File: config.mk
export PLATFORM = sky130hd
export DESIGN_NAME = jtdd_gfx_romarb
export DESIGN_NICKNAME = d
export VERILOG_FILES = /design/src/rtl/jtdd_romarb_pkg.sv /design/src/rtl/jtdd_romarb_slot.sv /design/src/rtl/jtdd_gfx_romarb.sv
export SDC_FILE = /design/constraint.sdc
export NUM_CORES = 1
export LEC_CHECK = 0
export BUFFER_PORTS_ARGS = -buffer_cell sky130_fd_sc_hd__buf_4
export CORE_MARGIN = 5
export CORE_UTILIZATION = 45
export DETAILED_ROUTE_END_ITERATION = 8
export PLACE_DENSITY = 0.69
export SYNTH_ARGS = -nofsm -noshare
export SYNTH_HDL_FRONTEND = slang
export SYNTH_HIERARCHICAL = 1
export SYNTH_SLANG_ARGS = --single-unit
File: constraint.sdc
create_clock -name clk -period 5.2 [get_ports clk]
set_clock_uncertainty 0.05 [all_clocks]
set_input_delay 1.04 -clock clk [delete_from_list [all_inputs] [get_ports clk]]
set_output_delay 1.04 -clock clk [all_outputs]
set_load 0.02 [all_outputs]
File: src/rtl/jtdd_romarb_pkg.sv
// Shared constants for the graphics ROM arbiter:
// FSM encoding, requester slot indices and SDRAM address width.
package jtdd_romarb_pkg;

  localparam int SDRAM_AW = 22;

  localparam logic [1:0] ST_IDLE      = 2'd0;
  localparam logic [1:0] ST_WAIT_ACK  = 2'd1;
  localparam logic [1:0] ST_WAIT_DATA = 2'd2;

  localparam logic [1:0] CHAR = 2'd0;
  localparam logic [1:0] SCR  = 2'd1;
  localparam logic [1:0] OBJ  = 2'd2;

endpackage

File: src/rtl/jtdd_romarb_slot.sv
// One-entry cache for a ROM requester: latched address,
// valid bit and data word, with hit/ok/pending flags.
module jtdd_romarb_slot #(
  parameter int AW = 16
) (
  input  logic          clk,
  input  logic          rst,
  input  logic [AW-1:0] addr,
  input  logic          cs,
  input  logic          we,
  input  logic [AW-1:0] wr_addr,
  input  logic [15:0]   wr_data,
  output logic [15:0]   data,
  output logic          ok,
  output logic          pending
);

  logic [AW-1:0] lat_addr;
  logic          valid;
  logic          hit;

  assign hit     = valid && (addr == lat_addr);
  assign ok      = cs && hit;
  assign pending = cs && !hit;

  always_ff @(posedge clk) begin
    if (rst) begin
      valid    <= 1'b0;
      lat_addr <= '0;
      data     <= '0;
    end else if (we) begin
      valid    <= 1'b1;
      lat_addr <= wr_addr;
      data     <= wr_data;
    end
  end

endmodule

File: src/rtl/jtdd_gfx_romarb.sv
// Char/scroll/object ROM arbiter onto one SDRAM read port.
// Define JTDD_ROMARB_RR_EN for round-robin grants.
module jtdd_gfx_romarb
  import jtdd_romarb_pkg::*;
#(
  parameter logic [SDRAM_AW-1:0] CHAR_OFFSET = 22'h00000,
  parameter logic [SDRAM_AW-1:0] SCR_OFFSET  = 22'h08000,
  parameter logic [SDRAM_AW-1:0] OBJ_OFFSET  = 22'h28000
) (
  input  logic                clk,
  input  logic                rst,
  input  logic [15:0]         char_addr,
  input  logic                char_cs,
  output logic [7:0]          char_data,
  output logic                char_ok,
  input  logic [16:0]         scr_addr,
  input  logic                scr_cs,
  output logic [15:0]         scr_data,
  output logic                scr_ok,
  input  logic [18:0]         obj_addr,
  input  logic                obj_cs,
  output logic [15:0]         obj_data,
  output logic                obj_ok,
  output logic [SDRAM_AW-1:0] sdram_addr,
  output logic                sdram_req,
  input  logic                sdram_ack,
  input  logic                data_rdy,
  input  logic [15:0]         data_read
);

  logic [1:0]          state;
  logic [1:0]          gnt;
  logic [1:0]          sel;
  logic [18:0]         gnt_addr;
  logic [18:0]         sel_addr;
  logic [SDRAM_AW-1:0] sel_off;
  logic [2:0]          pend;
  logic [2:0]          wr;
  logic [15:0]         char_word;
  logic                done;

  assign done = (state == ST_WAIT_ACK  && sdram_ack && data_rdy)
             || (state == ST_WAIT_DATA && data_rdy);
  assign wr   = done ? (3'b001 << gnt) : 3'b000;

  jtdd_romarb_slot #(.AW(15)) u_char (
    .clk     (clk),
    .rst     (rst),
    .addr    (char_addr[15:1]),
    .cs      (char_cs),
    .we      (wr[CHAR]),
    .wr_addr (gnt_addr[14:0]),
    .wr_data (data_read),
    .data    (char_word),
    .ok      (char_ok),
    .pending (pend[CHAR])
  );

  jtdd_romarb_slot #(.AW(17)) u_scr (
    .clk     (clk),
    .rst     (rst),
    .addr    (scr_addr),
    .cs      (scr_cs),
    .we      (wr[SCR]),
    .wr_addr (gnt_addr[16:0]),
    .wr_data (data_read),
    .data    (scr_data),
    .ok      (scr_ok),
    .pending (pend[SCR])
  );

  jtdd_romarb_slot #(.AW(19)) u_obj (
    .clk     (clk),
    .rst     (rst),
    .addr    (obj_addr),
    .cs      (obj_cs),
    .we      (wr[OBJ]),
    .wr_addr (gnt_addr),
    .wr_data (data_read),
    .data    (obj_data),
    .ok      (obj_ok),
    .pending (pend[OBJ])
  );

  assign char_data = char_addr[0] ? char_word[15:8] : char_word[7:0];

`ifdef JTDD_ROMARB_RR_EN
  logic [1:0] last;

  // Search starts at the slot after the last one granted
  always_comb begin
    sel = CHAR;
    unique case (last)
      CHAR:    sel = pend[SCR]  ? SCR  : pend[OBJ] ? OBJ : CHAR;
      SCR:     sel = pend[OBJ]  ? OBJ  : pend[CHAR] ? CHAR : SCR;
      default: sel = pend[CHAR] ? CHAR : pend[SCR] ? SCR : OBJ;
    endcase
  end

  always_ff @(posedge clk) begin
    if (rst)
      last <= OBJ;
    else if (state == ST_IDLE && |pend)
      last <= sel;
  end
`else
  always_comb begin
    sel = pend[CHAR] ? CHAR : pend[SCR] ? SCR : OBJ;
  end
`endif

  always_comb begin
    sel_addr = obj_addr;
    sel_off  = OBJ_OFFSET;
    unique case (sel)
      CHAR: begin
        sel_addr = {4'd0, char_addr[15:1]};
        sel_off  = CHAR_OFFSET;
      end
      SCR: begin
        sel_addr = {2'd0, scr_addr};
        sel_off  = SCR_OFFSET;
      end
      default: begin
        sel_addr = obj_addr;
        sel_off  = OBJ_OFFSET;
      end
    endcase
  end

  always_ff @(posedge clk) begin
    if (rst) begin
      state      <= ST_IDLE;
      gnt        <= CHAR;
      gnt_addr   <= '0;
      sdram_addr <= '0;
      sdram_req  <= 1'b0;
    end else begin
      unique case (state)
        ST_IDLE: if (|pend) begin
          gnt        <= sel;
          gnt_addr   <= sel_addr;
          sdram_addr <= sel_off + {3'd0, sel_addr};
          sdram_req  <= 1'b1;
          state      <= ST_WAIT_ACK;
        end
        ST_WAIT_ACK: if (sdram_ack) begin
          sdram_req <= 1'b0;
          state     <= data_rdy ? ST_IDLE : ST_WAIT_DATA;
        end
        ST_WAIT_DATA: if (data_rdy) begin
          state <= ST_IDLE;
        end
        default: state <= ST_IDLE;
      endcase
    end
  end

endmodule

# Word level (Yosys, flattened, before mapping)

Cells that the tools add are included.
W data, S select, Z words.

Output and inout bits: 66
Input bits: 75
Bits in registers: 148

Reduce and logical (&&, ||, !) cells: 23
Shifts and indexed selects: 1
Multiplexer cells: 14
$add $sub $neg: 1
Equality and inequality tests: 9

Operator list:

| operator              | count |
|---|---|
| $pmux W19 S2          | 1 |
| $pmux W18 S2          | 1 |
| $add A22 B19 Y22      | 1 |
| $eq A19 B19 Y1        | 1 |
| $eq A17 B17 Y1        | 1 |
| $eq A15 B15 Y1        | 1 |
| $logic_and A1 B1 Y1   | 12 |
| $mux W2               | 6 |
| $mux W8               | 1 |
| $ne A2 B2 Y1 const B  | 3 |
| $pmux W2 S3           | 1 |
| $reduce_and A3 Y1     | 2 |
| $eq A2 B1 Y1 const B  | 2 |
| $logic_not A2 Y1      | 2 |
| $logic_not A1 Y1      | 3 |
| $mux W3               | 1 |
| $reduce_or A3 Y1      | 1 |
| $shl A1 B2 Y3 const A | 1 |
| $eq A2 B2 Y1 const B  | 1 |
| $mux W1               | 2 |
| $pmux W1 S2           | 1 |
| $reduce_and A2 Y1     | 1 |
| $reduce_bool A2 Y1    | 1 |
| $logic_or A1 B1 Y1    | 1 |

# Longest topological paths before layout

Depth in word-level cells: 9
Depth in mapped cells: 11
Mapped depth without buffers: 9

# By module

Netlist, hierarchy kept.

Modules (own cells, without submodules):

| module                    | cells an instance | area an instance (µm²) | times used | sequential area each (µm²) |
|---|---|---|---|---|
| jtdd_gfx_romarb           | 215               | 1789.2                 | 1          | 580.6 |
| jtdd_romarb_slot (u_obj)  | 144               | 1493.9                 | 1          | 720.7 |
| jtdd_romarb_slot (u_scr)  | 135               | 1383.8                 | 1          | 680.7 |
| jtdd_romarb_slot (u_char) | 125               | 1295.0                 | 1          | 640.6 |

# Least setup slack after synthesis

Ideal clock, no wire load.

Kind: input-to-reg
Start: in scr_addr[12]
End: reg sdram_addr[17]
Data required time: 5.064 ns
Cell stages on the path: 11
Path buffers: 2
Setup time: 0.086 ns
Data arrival time: 2.859 ns
Setup slack: 2.206 ns
Cell sequence: xor2_1 -> nor4_1 -> and3_1 -> a21boi_0 -> buf_6 -> buf_6 -> mux2i_1 -> nor2_1 -> ha_1 -> xnor2_1 -> a211oi_1

Word-level cells in the longest chain between the ends: 9

RTL lines:

| what                                             | line                   | text |
|---|---|---|
| from (decl)                                      | jtdd_gfx_romarb.sv:16  | `input logic [16:0] scr_addr,` |
| $eq A17 B17 Y1 *                                 | jtdd_romarb_slot.sv:22 | `assign hit = valid && (addr == lat_addr);` |
| $logic_and A1 B1 Y1 *                            | jtdd_romarb_slot.sv:22 |  |
| $logic_not A1 Y1 *                               | jtdd_romarb_slot.sv:24 | `assign pending = cs && !hit;` |
| $logic_and A1 B1 Y1 *                            | jtdd_romarb_slot.sv:24 |  |
| net pend[1]                                      | jtdd_gfx_romarb.sv:37  | `logic [2:0] pend;` |
| $mux W2 * (2 in series)                          | jtdd_gfx_romarb.sv:108 | `sel = pend[CHAR] ? CHAR : pend[SCR] ? SCR : OBJ;` |
| $eq A2 B1 Y1 or $logic_not A2 Y1 (tied branches) | jtdd_gfx_romarb.sv:115 | `unique case (sel)` |
| $pmux W19 S2 *                                   | jtdd_gfx_romarb.sv:115 |  |
| net sel_addr[16]                                 | jtdd_gfx_romarb.sv:35  | `logic [18:0] sel_addr;` |
| $add A22 B19 Y22 *                               | jtdd_gfx_romarb.sv:143 | `sdram_addr <= sel_off + {3'd0, sel_addr};` |
| to (signal assigned)                             | jtdd_gfx_romarb.sv:143 |  |
| to (decl)                                        | jtdd_gfx_romarb.sv:24  | `output logic [SDRAM_AW-1:0] sdram_addr,` |

The timed path passes the listed nets; every way through them passes the cells marked *.
A chain may end at the register's enable or synchronous reset.

# Final worst setup path

Start: in char_addr[3]
End: out char_ok

Word-level cells in the longest chain between the ends: 3

RTL lines:

| what                | line                   | text |
|---|---|---|
| from (decl)         | jtdd_gfx_romarb.sv:12  | `input logic [15:0] char_addr,` |
| $eq A15 B15 Y1      | jtdd_romarb_slot.sv:22 |  |
| $logic_and A1 B1 Y1 | jtdd_romarb_slot.sv:22 |  |
| $logic_and A1 B1 Y1 | jtdd_romarb_slot.sv:23 | `assign ok = cs && hit;` |
| to (decl)           | jtdd_gfx_romarb.sv:15  | `output logic char_ok,` |

No other way between the ends.

==> results_dict.tcl <==
set metrics [dict create \
    status "finished clean" \
    place_inst 888 \
    syn_inst 619 \
    critPathTopFamily "simple AND/OR/NAND/NOR gates" \
    report.final.slew_viol_count 0 \
    timing.slew.headroom 0.3937 \
    first_iter_violations 316 \
    synth-async-reset-ratio 0 \
    crit_required_ns 4.11 \
    dieArea_mm2 0.01565 \
    synth_edf_count 0 \
    power_frac_seq 0.416 \
    setup_violations 0 \
    wl_um 15630 \
    cp_max_fo 2 \
    hold_depth 2 \
    final-seq-area_mm2 0.002623 \
    yosys_most_used_dff "dfxtp_1" \
    dieHeight_um 125.1 \
    p_comb_frac 0.110 \
    intPower_w 0.001942 \
    core_area_mm2 0.01314 \
    final_common_cell "buf_4" \
    hold_class "register to register" \
    slowest_stage "nor4_2" \
    endpoint_kind "output port" \
    drv_cap 0 \
    antenna_found_initial 0 \
    synth-seq-cells 131 \
    start_util 0.4538 \
    finalCriticalPeriod_ns 3.422 \
    gp_congestion 0.7958 \
    crit_start "char_addr[3]" \
    syn-cell-area_mm2 0.005962 \
    first_global_vias 4728 \
    cts_max_path_buffers 2 \
    drive_gt1_frac 0.2876 \
    dp.final_hpwl_um 10970 \
    synth_cell_types 46 \
    ys_seq_area_frac 0.4399 \
    placed_area_mm2 0.006943 \
    rows 42 \
    hold_start "sdram_req" \
    timing.critical_path.buf_inv 2 \
    multi_input_area_mm2 0.003000 \
    slowest_delay_ns 0.48 \
    mostFrequentLayoutCells "146 x buf_4, 131 x dfxtp_1, 114 x mux2i_1, 113 x nor2_1, 48 x xnor2_1" \
    fin_cells 920 \
    r2r_start "u_scr/lat_addr[4]" \
    fin_tns_setup_ns 0 \
    power.switching_w 0.0006053 \
    rr_worst_depth 10 \
    critPathKind "primary input to output port" \
    hold-path-endpoint "sdram_req" \
    powerDensity_mw_per_mm2 337.5 \
    r2r_end "sdram_addr[17]" \
    antenna_cells 0 \
    wire_per_inst_um 16.99 \
    p_leak_nw 2.925 \
    hold_viol 0 \
    syn-mean-instance-area_um2 9.632 \
    postCtsHoldBufs 0 \
    io_buffers 138 \
    clockPowerShare 0.474 \
    numCtsBuffers 17 \
    chipWidth_um 125.1 \
    track_usage 0.1973 \
    cp-start-kind "primary input" \
    ff2ff_setup_slack_ns 2.35 \
    ios 141 \
    path_clk_slew_ns 0.05 \
    final_area_mm2 0.007547 \
    period_share 0.6580 \
    post-cts-setup-buffer-count 0 \
    cts_tree "yes" \
    clk_latency_ns 0.42 \
    grt_max_degree 78 \
    syn2layout_area_growth_pct 26.59 \
    via_count 4713 \
    root_buffer "clkbuf_16" \
    fillers 1169 \
    vdd_drop_max_v 0.0002221 \
    synth_warnings 6 \
    viasPerCell 5.123 \
    grt_pass1_wl_um 24760 \
    h-tree-depth 4 \
    switching_share 0.2377 \
    max_clock_freq_mhz 292.3 \
    cts-resized-gates 0 \
    cp.arrival_ns 2.33 \
    route.detailed.drc 0 \
    nets 807 \
    tightest_slew_ns 0.9094 \
    rsz0062_at_grt "false" \
    globalRouteOverflowTotal 0 \
    antenna_left 0 \
    crit_chain "buf_4, xnor2_1, nand4_1, nor4_2, and2_1, buf_4" \
    drtPass1Iterations 4 \
    crit_top_cell "buf_4" \
    numClockSinks 131 \
]
## per-stage QoR
step | hold slack, ns | setup WS (ns) | utilization | power (W)
global route | 0.4260 | 1.713 | 0.5745 | 0.002647
CTS | 0.4052 | 1.802 | 0.5745 | 0.002574
finish | 0.4029 | 1.778 | 0.5745 | 0.002547
detailed placement | 0.3998 | 1.574 | 0.5285 | 0.001360
global placement | 0.3935 | 1.625 | 0.5285 | 0.001353
floorplan | 0.3818 | 2.206 | - | 0.001252
## synthesized netlist by cell type, types with 2 or more instances
library cell,number,share of area
a21boi_0,2,0.0025
a21oi_1,12,0.010
a21oi_2,10,0.015
a22o_1,2,0.0029
a22oi_1,2,0.0025
a31oi_1,2,0.0021
and3_1,3,0.0031
buf_2,6,0.0050
buf_4,24,0.030
buf_6,8,0.015
clkbuf_1,16,0.010
dfxtp_1,131,0.44
mux2_2,8,0.015
mux2i_1,114,0.19
nand2_1,45,0.028
nand2_2,10,0.010
nand3b_1,3,0.0038
nand4_1,12,0.013
nor2_1,113,0.071
nor3_1,6,0.0050
nor3b_1,3,0.0038
o21ai_0,12,0.010
o21ai_1,2,0.0017
xnor2_1,48,0.071
xor2_1,4,0.0059
## power groups by stage
stage | sequential, W | combinational, W | clock, W
2_1_floorplan | 0.00108 | 0.000175 | 0
3_3_place_gp | 0.00108 | 0.000276 | 0
3_5_place_dp | 0.00108 | 0.000281 | 0
4_1_cts | 0.00106 | 0.000282 | 0.00123
5_1_grt | 0.00106 | 0.000303 | 0.00128
6_report | 0.00106 | 0.000281 | 0.00121
## tightest hold or removal path, delay by kind of cell, from the launching register on
kind | cells | cell delay, ns
simple gates | 1 | 0.05
flops | 1 | 0.30
compound gates | 1 | 0.05
## area by class of cell
type | instances | share of cell area
Clock inverter | 10 | 0.01724
Clock buffer | 22 | 0.06283
Timing Repair Buffer | 146 | 0.1452
Inverter | 1 | 0.0004973
Multi-Input combinational cell | 434 | 0.3975
Sequential cell | 131 | 0.3475
Tap cell | 176 | 0.02918
## flip-flops by register name, indices dropped and copies added, names as in the netlist
| signal | flops |
|---|---|
| sdram_addr | 5 |
| u_scr/lat_addr | 17 |
| u_obj/data | 16 |
| u_obj/lat_addr | 19 |
| u_scr/data | 16 |
| sdram_req | 1 |
| u_char/data | 16 |
| u_char/valid | 1 |
| u_char/lat_addr | 15 |
| gnt | 2 |
| u_obj/valid | 1 |
| u_scr/valid | 1 |
| gnt_addr | 19 |
| state | 2 |
## worst max-delay path by stage
stage,end,slack [ns],cells past startpoint
final,char_ok,1.78,6
after global routing,char_ok,1.71,6
after CTS,char_ok,1.80,6
after detailed placement,sdram_addr[17],1.57,11
after global placement,sdram_addr[17],1.63,11
after floorplan,sdram_addr[17],2.21,11
## per-layer routing
metal  GRT usage  routed length, um  up-vias  share of wire
li1            -                  -     2300              -
met1      0.2441               6676     2217           0.43
met2      0.3167               7303      175           0.47
met3     0.07591               1386       21          0.089
met4     0.06633                265        0          0.017
met5           0                  0        -              0
## cell families (layout without fill, tap and decap cells)
kind of cell / after synthesis / count (layout) / synth area share
buffers and inverters: 55 / 179 / 0.06107
flip-flops: 131 / 131 / 0.4399
AND/OR/NAND/NOR: 209 / 209 / 0.1593
other: 1 / 2 / 0.0006290
XOR/XNOR: 52 / 52 / 0.07639
AO/OA/AOI/OAI: 48 / 48 / 0.05414
adder cells (fa/ha/maj): 1 / 1 / 0.002098
multiplexers: 122 / 122 / 0.2065
No activity file was read; power rests on OpenSTA's default activity.
